**src/rtl/counter_table_ctrl.sv**
```systemverilog
`default_nettype none
// ============================================================================
// Module   : counter_table_ctrl
// Desc     : Single-port sequencer for the 128x3b saturating counter table:
//            lookup/update arbitration, saturating RMW and global attenuation.
// Revision : 1.0 - initial release
// ============================================================================
module counter_table_ctrl #(
    parameter int ATTEN_PERIOD = 1024,
    parameter int STARVE_LIMIT = 8
) (
    input  logic       Clk,
    input  logic       Rest,
    input  logic       LkValid,
    input  logic [6:0] LkAddr,
    output logic       LkReady,
    output logic       LkRspValid,
    output logic [2:0] LkRspData,
    input  logic       UpValid,
    input  logic [6:0] UpAddr,
    input  logic       UpAlloc,
    input  logic       UpInc,
    input  logic [2:0] UpVal,
    output logic       UpReady,
    input  logic       AttenReq,
    output logic       TblAtten,
    output logic [6:0] TblAddr,
    output logic       TblWen,
    output logic [2:0] TblDin,
    input  logic [2:0] TblDout
);
    localparam logic [0:0] c_IDLE  = 1'b0;
    localparam logic [0:0] c_UP_WR = 1'b1;
    localparam int c_SW = (STARVE_LIMIT > 0) ? $clog2(STARVE_LIMIT + 1) : 1;
    localparam logic [c_SW-1:0] c_STARVE_MAX = c_SW'(STARVE_LIMIT);

    logic [0:0]      r_state;
    logic [0:0]      w_state_nxt;
    logic            r_atten_pend;
    logic [c_SW-1:0] r_starve_cnt;
    logic            r_lk_rsp_valid;
    logic [6:0]      r_up_addr;
    logic            r_up_inc;
    logic            w_period_exp;
    logic            w_idle;
    logic            w_gnt_atten;
    logic            w_gnt_up;
    logic            w_gnt_lk;
    logic [2:0]      w_rmw_data;

    generate
        if (ATTEN_PERIOD > 0) begin : g_period
            localparam int c_PW = (ATTEN_PERIOD > 1) ? $clog2(ATTEN_PERIOD) : 1;
            localparam logic [c_PW-1:0] c_PERIOD_MAX = c_PW'(ATTEN_PERIOD - 1);
            logic [c_PW-1:0] r_period_cnt;

            always_ff @(posedge Clk or posedge Rest) begin
                if (Rest) begin
                    r_period_cnt <= '0;
                end else if (r_period_cnt == c_PERIOD_MAX) begin
                    r_period_cnt <= '0;
                end else begin
                    r_period_cnt <= r_period_cnt + c_PW'(1);
                end
            end

            assign w_period_exp = (r_period_cnt == c_PERIOD_MAX);
        end else begin : g_no_period
            assign w_period_exp = 1'b0;
        end
    endgenerate

    // Priority in IDLE: attenuation, then (possibly starved) update, then lookup.
    assign w_idle      = (r_state == c_IDLE);
    assign w_gnt_atten = w_idle & r_atten_pend;
    assign w_gnt_up    = w_idle & ~r_atten_pend & UpValid &
                         ((r_starve_cnt >= c_STARVE_MAX) | ~LkValid);
    assign w_gnt_lk    = w_idle & ~r_atten_pend & ~w_gnt_up & LkValid;

    assign w_rmw_data = r_up_inc ? ((TblDout == 3'd7) ? 3'd7 : TblDout + 3'd1)
                                 : ((TblDout == 3'd0) ? 3'd0 : TblDout - 3'd1);

    always_ff @(posedge Clk or posedge Rest) begin
        if (Rest) begin
            r_state <= c_IDLE;
        end else begin
            r_state <= w_state_nxt;
        end
    end

    always_comb begin
        w_state_nxt = r_state;
        case (r_state)
            c_IDLE:  if (w_gnt_up && !UpAlloc) w_state_nxt = c_UP_WR;
            c_UP_WR: w_state_nxt = c_IDLE;
            default: w_state_nxt = c_IDLE;
        endcase
    end

    // Outputs are forced low while reset is held so no write can escape mid-RMW.
    always_comb begin
        LkReady  = 1'b0;
        UpReady  = 1'b0;
        TblAtten = 1'b0;
        TblAddr  = '0;
        TblWen   = 1'b0;
        TblDin   = '0;
        if (!Rest) begin
            if (r_state == c_UP_WR) begin
                TblAddr = r_up_addr;
                TblWen  = 1'b1;
                TblDin  = w_rmw_data;
            end else if (w_gnt_atten) begin
                TblAtten = 1'b1;
            end else if (w_gnt_up) begin
                UpReady = 1'b1;
                TblAddr = UpAddr;
                TblWen  = UpAlloc;
                TblDin  = UpAlloc ? UpVal : 3'd0;
            end else if (w_gnt_lk) begin
                LkReady = 1'b1;
                TblAddr = LkAddr;
            end
        end
    end

    assign LkRspValid = r_lk_rsp_valid;
    assign LkRspData  = r_lk_rsp_valid ? TblDout : 3'd0;

    always_ff @(posedge Clk or posedge Rest) begin
        if (Rest) begin
            r_atten_pend   <= 1'b0;
            r_starve_cnt   <= '0;
            r_lk_rsp_valid <= 1'b0;
            r_up_addr      <= '0;
            r_up_inc       <= 1'b0;
        end else begin
            r_lk_rsp_valid <= w_gnt_lk;
            // A new request in the same cycle as the grant keeps it pending.
            if (AttenReq || w_period_exp) begin
                r_atten_pend <= 1'b1;
            end else if (w_gnt_atten) begin
                r_atten_pend <= 1'b0;
            end
            if (!UpValid || w_gnt_up) begin
                r_starve_cnt <= '0;
            end else if (r_starve_cnt != c_STARVE_MAX) begin
                r_starve_cnt <= r_starve_cnt + c_SW'(1);
            end
            if (w_gnt_up && !UpAlloc) begin
                r_up_addr <= UpAddr;
                r_up_inc  <= UpInc;
            end
        end
    end
endmodule
`default_nettype wire

```
**config.mk**
```make
export PLATFORM = sky130hd
export DESIGN_NAME = counter_table_ctrl
export DESIGN_NICKNAME = d
export VERILOG_FILES = /design/src/rtl/counter_table_ctrl.sv
export SDC_FILE = /design/constraint.sdc
export NUM_CORES = 1
export LEC_CHECK = 0
export ABC_AREA = 1
export ABC_CLOCK_PERIOD_IN_PS = 1500
export CAP_MARGIN = 20
export CORE_ASPECT_RATIO = 1.25
export CORE_MARGIN = 5
export CORE_UTILIZATION = 47
export CTS_BUF_LIST = sky130_fd_sc_hd__clkbuf_16
export CTS_CLUSTER_SIZE = 28
export DETAILED_ROUTE_END_ITERATION = 10
export GPL_TIMING_DRIVEN = 0
export PLACE_DENSITY = 0.81
export SLEW_MARGIN = 10
export SYNTH_ARGS = -nofsm -noshare
export SYNTH_HDL_FRONTEND = slang
export SYNTH_SLANG_ARGS = --single-unit
```
**constraint.sdc**
```tcl
create_clock -name Clk -period 1.5 [get_ports Clk]
set_input_delay 0.3 -clock Clk [delete_from_list [all_inputs] [get_ports Clk]]
set_output_delay 0.3 -clock Clk [all_outputs]
set_load 0.02 [all_outputs]
```
# --- After elaboration in Yosys (flattened, before gate mapping) ---
# Index checks and enable logic that the tools add are counted.
word_totals:
  ff_bits: 25
  in_bits: 27
  output_inout_bits: 18
  word_cells: 71
op_classes:
  add_sub_neg: 4
  order_cmp: 1
  eq_ne: 3
  muxes: 37
  bitwise: 11
  n_reduce_logical: 8
op_table:
  columns: ["cell", "count"]
  rows:
  - ["2-to-1 mux 7 bit", 5]
  - ["2-to-1 mux 3 bit", 9]
  - ["2-to-1 mux 1 bit", 19]
  - ["adder 10 x 1 -> 10 bit, second input constant", 1]
  - ["equality test 10 bit, second input constant", 1]
  - ["2-to-1 mux 10 bit", 1]
  - ["2-to-1 mux 4 bit", 2]
  - ["bitwise AND 1 bit", 6]
  - ["adder 4 x 1 -> 4 bit, second input constant", 1]
  - [">= comparator 4 bit, second input constant", 1]
  - ["!= test 4 bit, second input constant", 1]
  - ["inverter 1 bit", 4]
  - ["nonzero test 2 bit", 2]
  - ["adder 3 x 1 -> 3 bit, second input constant", 1]
  - ["equality test 3 bit, second input constant", 1]
  - ["zero test 3 bit", 1]
  - ["subtractor 3 x 1 -> 3 bit, second input constant", 1]
  - ["zero test 1 bit", 2]
  - ["logical OR 1 bit", 2]
  - ["case mux 1 bit (2 select lines)", 1]
  - ["logical AND 1 bit", 1]
  - ["OR 1 bit", 1]

# --- Depth between registers and ports, before layout ---
depth:
  depth_word: 12
  mapped_depth: 9
  depth_no_buf: 9

# --- Least setup slack after synthesis ---
# No wires, ideal clock.
synth_timing:
  path_type: "input port to output port"
  from: "input port TblDout[0]"
  to: "output port TblDin[0]"
  arrival_ns: 1.207
  path_slack_ns: -0.007
  cell_stages: 6
  path_buffers: 0
  cell_sequence: "inv_1 ha_1 ha_1 a21oi_1 o22ai_1 nor2_1"
synth_between:
  elab_chain_len: 5
  elab_cells_between_ends: 9
synth_rtl:
  columns: ["item", "line", "text"]
  rows:
  - ["start: declaration", "30", "input logic [2:0] TblDout"]
  - ["subtractor 3 x 1 -> 3 bit, or another cell as far along", "81", ": ((TblDout == 3'd0) ? 3'd0 : TblDout - 3'd1);"]
  - ["2-to-1 mux 3 bit, on equally long branches", "81, 80", null]
  - ["2-to-1 mux 3 bit *", "80", "assign w_rmw_data = r_up_inc ? ((TblDout == 3'd7) ? 3'd7 : TblDout + 3'd1)"]
  - ["2-to-1 mux 3 bit *", "109", "if (r_state == c_UP_WR) begin"]
  - ["2-to-1 mux 3 bit *", "108", "if (!Rest) begin"]
  - ["end: declaration", "29", "output logic [2:0] TblDin,"]
# Mark *: on every way between the ends. The rest lies on a longest branch, timed or not.

# --- Worst setup path after layout ---
layout_timing:
  from: "register r_state"
  to: "output port TblDin[1]"
layout_between:
  elab_chain_len: 8
  elab_cells_between_ends: 9
layout_rtl:
  columns: ["item", "line", "text"]
  rows:
  - ["start: declaration", "37", "logic [0:0] r_state;"]
  - ["start signal: assignment", "85", "r_state <= c_IDLE;"]
  - ["start signal: assignment", "87", "r_state <= w_state_nxt;"]
  - ["inverter 1 bit", null, null]
  - ["bitwise AND 1 bit (3 in a row)", "76", "assign w_gnt_up = w_idle & ~r_atten_pend & UpValid &"]
  - ["2-to-1 mux 3 bit", "115", "end else if (w_gnt_up) begin"]
  - ["2-to-1 mux 3 bit", "113", "end else if (w_gnt_atten) begin"]
  - ["2-to-1 mux 3 bit *", "109", null]
  - ["2-to-1 mux 3 bit *", "108", null]
# Marked as above.

==> metrics <==
Antenna Nets Post-Route 0; Hold WC Path Type input pin to asynchronous set/reset pin; DRC viols 0; Max Transition Viols Final 0; FF-to-FF End g_period.r_period_cnt[5]; internal power 1.28 mW; initial antenna violation count 0; crit-path cells buf_6 -> buf_4 -> or2_2 -> nand2_2 -> nor2_2 -> buf_4; Worst path slowest cell dfrtp_1; Worst Reg-to-Reg Cells 6; Comb power frac 0.227; clk root buf clkbuf_16; placed cells 294; Final GP Congestion 0.847; critical path type flip-flop to output port; vias per cell 4.91; Max-slew headroom 0.809; crit share post-route 1.18; Final setup viols 14; R2R setup slack 0.13 ns; share of cells above drive strength 1 0.278; CTS clock-pin slew for the worst setup and hold paths 0.06 ns; CTS Sinks 25; Via Count 1521; global-route wire length before repair 6600 µm; LEAKAGE 1.27 nW; most used cell, CP buf_4; WP buf/inv 3; final net count 308; routed wire length 4110 µm; maximum fanout along the worst path 5; WL per Instance 13.3 µm; Clock power frac 0.329; core area 3220 µm²; Sequential Power Share 0.444; type of origin of the critical path flip-flop; worst clock skew 0.00316 ns; Die H 75.0 µm; HPWL Detailed 2760 µm; number of buffers created by CTS 3; yosys warns 0; Layout area overhead 50.6%; drt pass-1 iters 4; largest net degree at the start of global routing 18; crit path launch r_state; Layout Cells excl Fill 310; Worst IR Drop VDD 0.000557 V; PwrDens 727 nW/µm²; post-synth top area cell dfrtp_1; dominant synthesized flop cell dfrtp_1; outcome complete, but fails checks; hold buffers post-CTS 0; Synth async-reset ratio 1.00; Starting DRT DRC Count 72; CTS H-tree depth 1; sequential element share of the synthesized area 0.394; mapped cell area 1590 µm²; Post-synth EDFFs 0; sw frac 0.266; Net Switching 0.461 mW; I/O Buffers 44; Req. time, crit path 1.20 ns; CP endpoint kind output port; vias in the first global route 1528; highest clock rate 564 MHz; grt ovf 0; Synth area leaders dfrtp_1, nand2_1, nand3_1, inv_1, ha_1; Slew @ Worst Pin 0.286 ns; Initial Utilization 0.492; Tot Pwr 1.74 mW; Skew-Pair Late Insertion Delay 0.25 ns; RSZ-0062 raised after global routing true; Syn Area/Cell 7.45 µm²; antenna cells 0; max cap viols 0; Rows 23; total track usage 0.187; Synth Net Count 247; post-synthesis cell type count 24; Yosys top cell area share 0.394; CP Data Arrival Time 1.47 ns; Die Area 4640 µm²; CTS tree built; Synth Register Bits 25; Crit Reg-Reg Startpoint g_period.r_period_cnt[0]; Final Hold Fails 0; Die Span X 62.0 µm; CP top delay family buffers and inverters; Synth Instances 213; Max stage delay on crit path 0.38 ns; Max Buffers Root-to-Sink 2; failing checks negative setup slack; Final min period 1.77 ns; IO Count 45; PnR worst setup slack -0.274 ns
==> sequential cells by signal, indices dropped and copies added, names as in the netlist <==
register and count:
r_up_addr 7, r_state 1, g_period.r_period_cnt 10, r_up_inc 1
r_atten_pend 1, r_starve_cnt 4, LkRspValid 1
==> layer usage <==
layer  wire (µm)  vias to the layer above  GRT usage  part of all wire
met4          62                        0     0.0590             0.015
met2        2240                       33      0.328              0.55
met1        1610                      697      0.233              0.39
met5           0                        -          0                 0
li1            -                      785          -                 -
met3         195                        6     0.0257             0.047
==> power groups by stage <==
stage	clock [mW]	sequential (mW)	combinational [mW]
5_1_grt	0.626	0.777	0.439
6_report	0.572	0.771	0.394
3_5_place_dp	0	0.779	0.334
3_3_place_gp	0	0.777	0.329
2_1_floorplan	0	0.773	0.187
4_1_cts	0.585	0.767	0.378
==> cell type report <==
class,instances,area (µm²)
multi-input cells,153,922
repair inverters,1,8.76
clock inverters,1,5.00
plain buffers,1,11.3
inverters,34,171
fillers,255,833
flip-flops and latches,25,626
clock buffers,3,75.1
repair buffers,55,524
well taps,37,46.3
==> cells in the mapped netlist, types with 2 or more instances <==
library cell and n:
a21oi_1 4, dfrtp_1 25, ha_1 7, inv_1 30, inv_2 2, nand2_1 66
nand2_2 2, nand2_4 2, nand3_1 29, nand4_1 4, nor2_1 20, nor2_4 2
nor3_1 3, o21ai_0 2, xnor2_1 2, xor2_1 5
==> cells by family (layout without fill, tap and decap cells) <==
family | Yosys count | count (layout) | share of synthesized area
AND/OR/NAND/NOR | 131 | 131 | 0.386
buffers and inverters | 35 | 95 | 0.0986
flip-flops | 25 | 25 | 0.394
AO/OA/AOI/OAI | 8 | 8 | 0.0276
adder cells (fa/ha/maj) | 7 | 7 | 0.0552
XOR/XNOR | 7 | 7 | 0.0386
==> metrics by stage <==
stage	setup TNS [ns]	hold WS (ns)	cell area [µm²]	util	worst slack (ns)
final	-2.95	0.106	2390	0.741	-0.274
after CTS	-2.86	0.347	2330	0.724	-0.265
after floorplan	-0.00180	0.225	1600	-	-0.00180
after global placement	-15.72	0.462	2080	0.646	-1.16
after detailed placement	-16.10	0.466	2080	0.646	-1.17
after global routing	-3.96	0.124	2390	0.741	-0.348
==> cell usage in the layout (no fill, tap or decap), types with 2 or more instances in the layout <==
master           count
nand2_1             62
dfrtp_1             25
inv_1               24
nand3_1             21
clkdlybuf4s50_1     20
nor2_1              14
buf_6               13
buf_4               12
nand3_2              8
inv_2                7
ha_1                 6
dlygate4sd2_1        6
nand2_2              5
xor2_1               5
nand4_1              4
a21oi_1              4
nor2_4               4
nor2_2               4
clkbuf_16            3
inv_6                2
nand2_8              2
nand2_4              2
xnor2_1              2
nor3_2               2
o21ai_0              2
buf_2                2
==> how the worst max path moves through the flow <==
stage / endpoint / cells after the start
floorplan: TblDin[1] / 3
global placement: TblDin[1] / 5
detailed placement: TblDin[1] / 5
CTS: TblAddr[4] / 7
global route: TblAddr[4] / 7
finish: TblDin[1] / 6
==> repair_timing <==
item,in CTS,in global routing
pin swaps,11,2
resized for setup,122,15
setup endpoints to repair,18,19
gates cloned,1,0
setup buffers,9,2
Note: power is estimated with default switching activity, not from simulation.
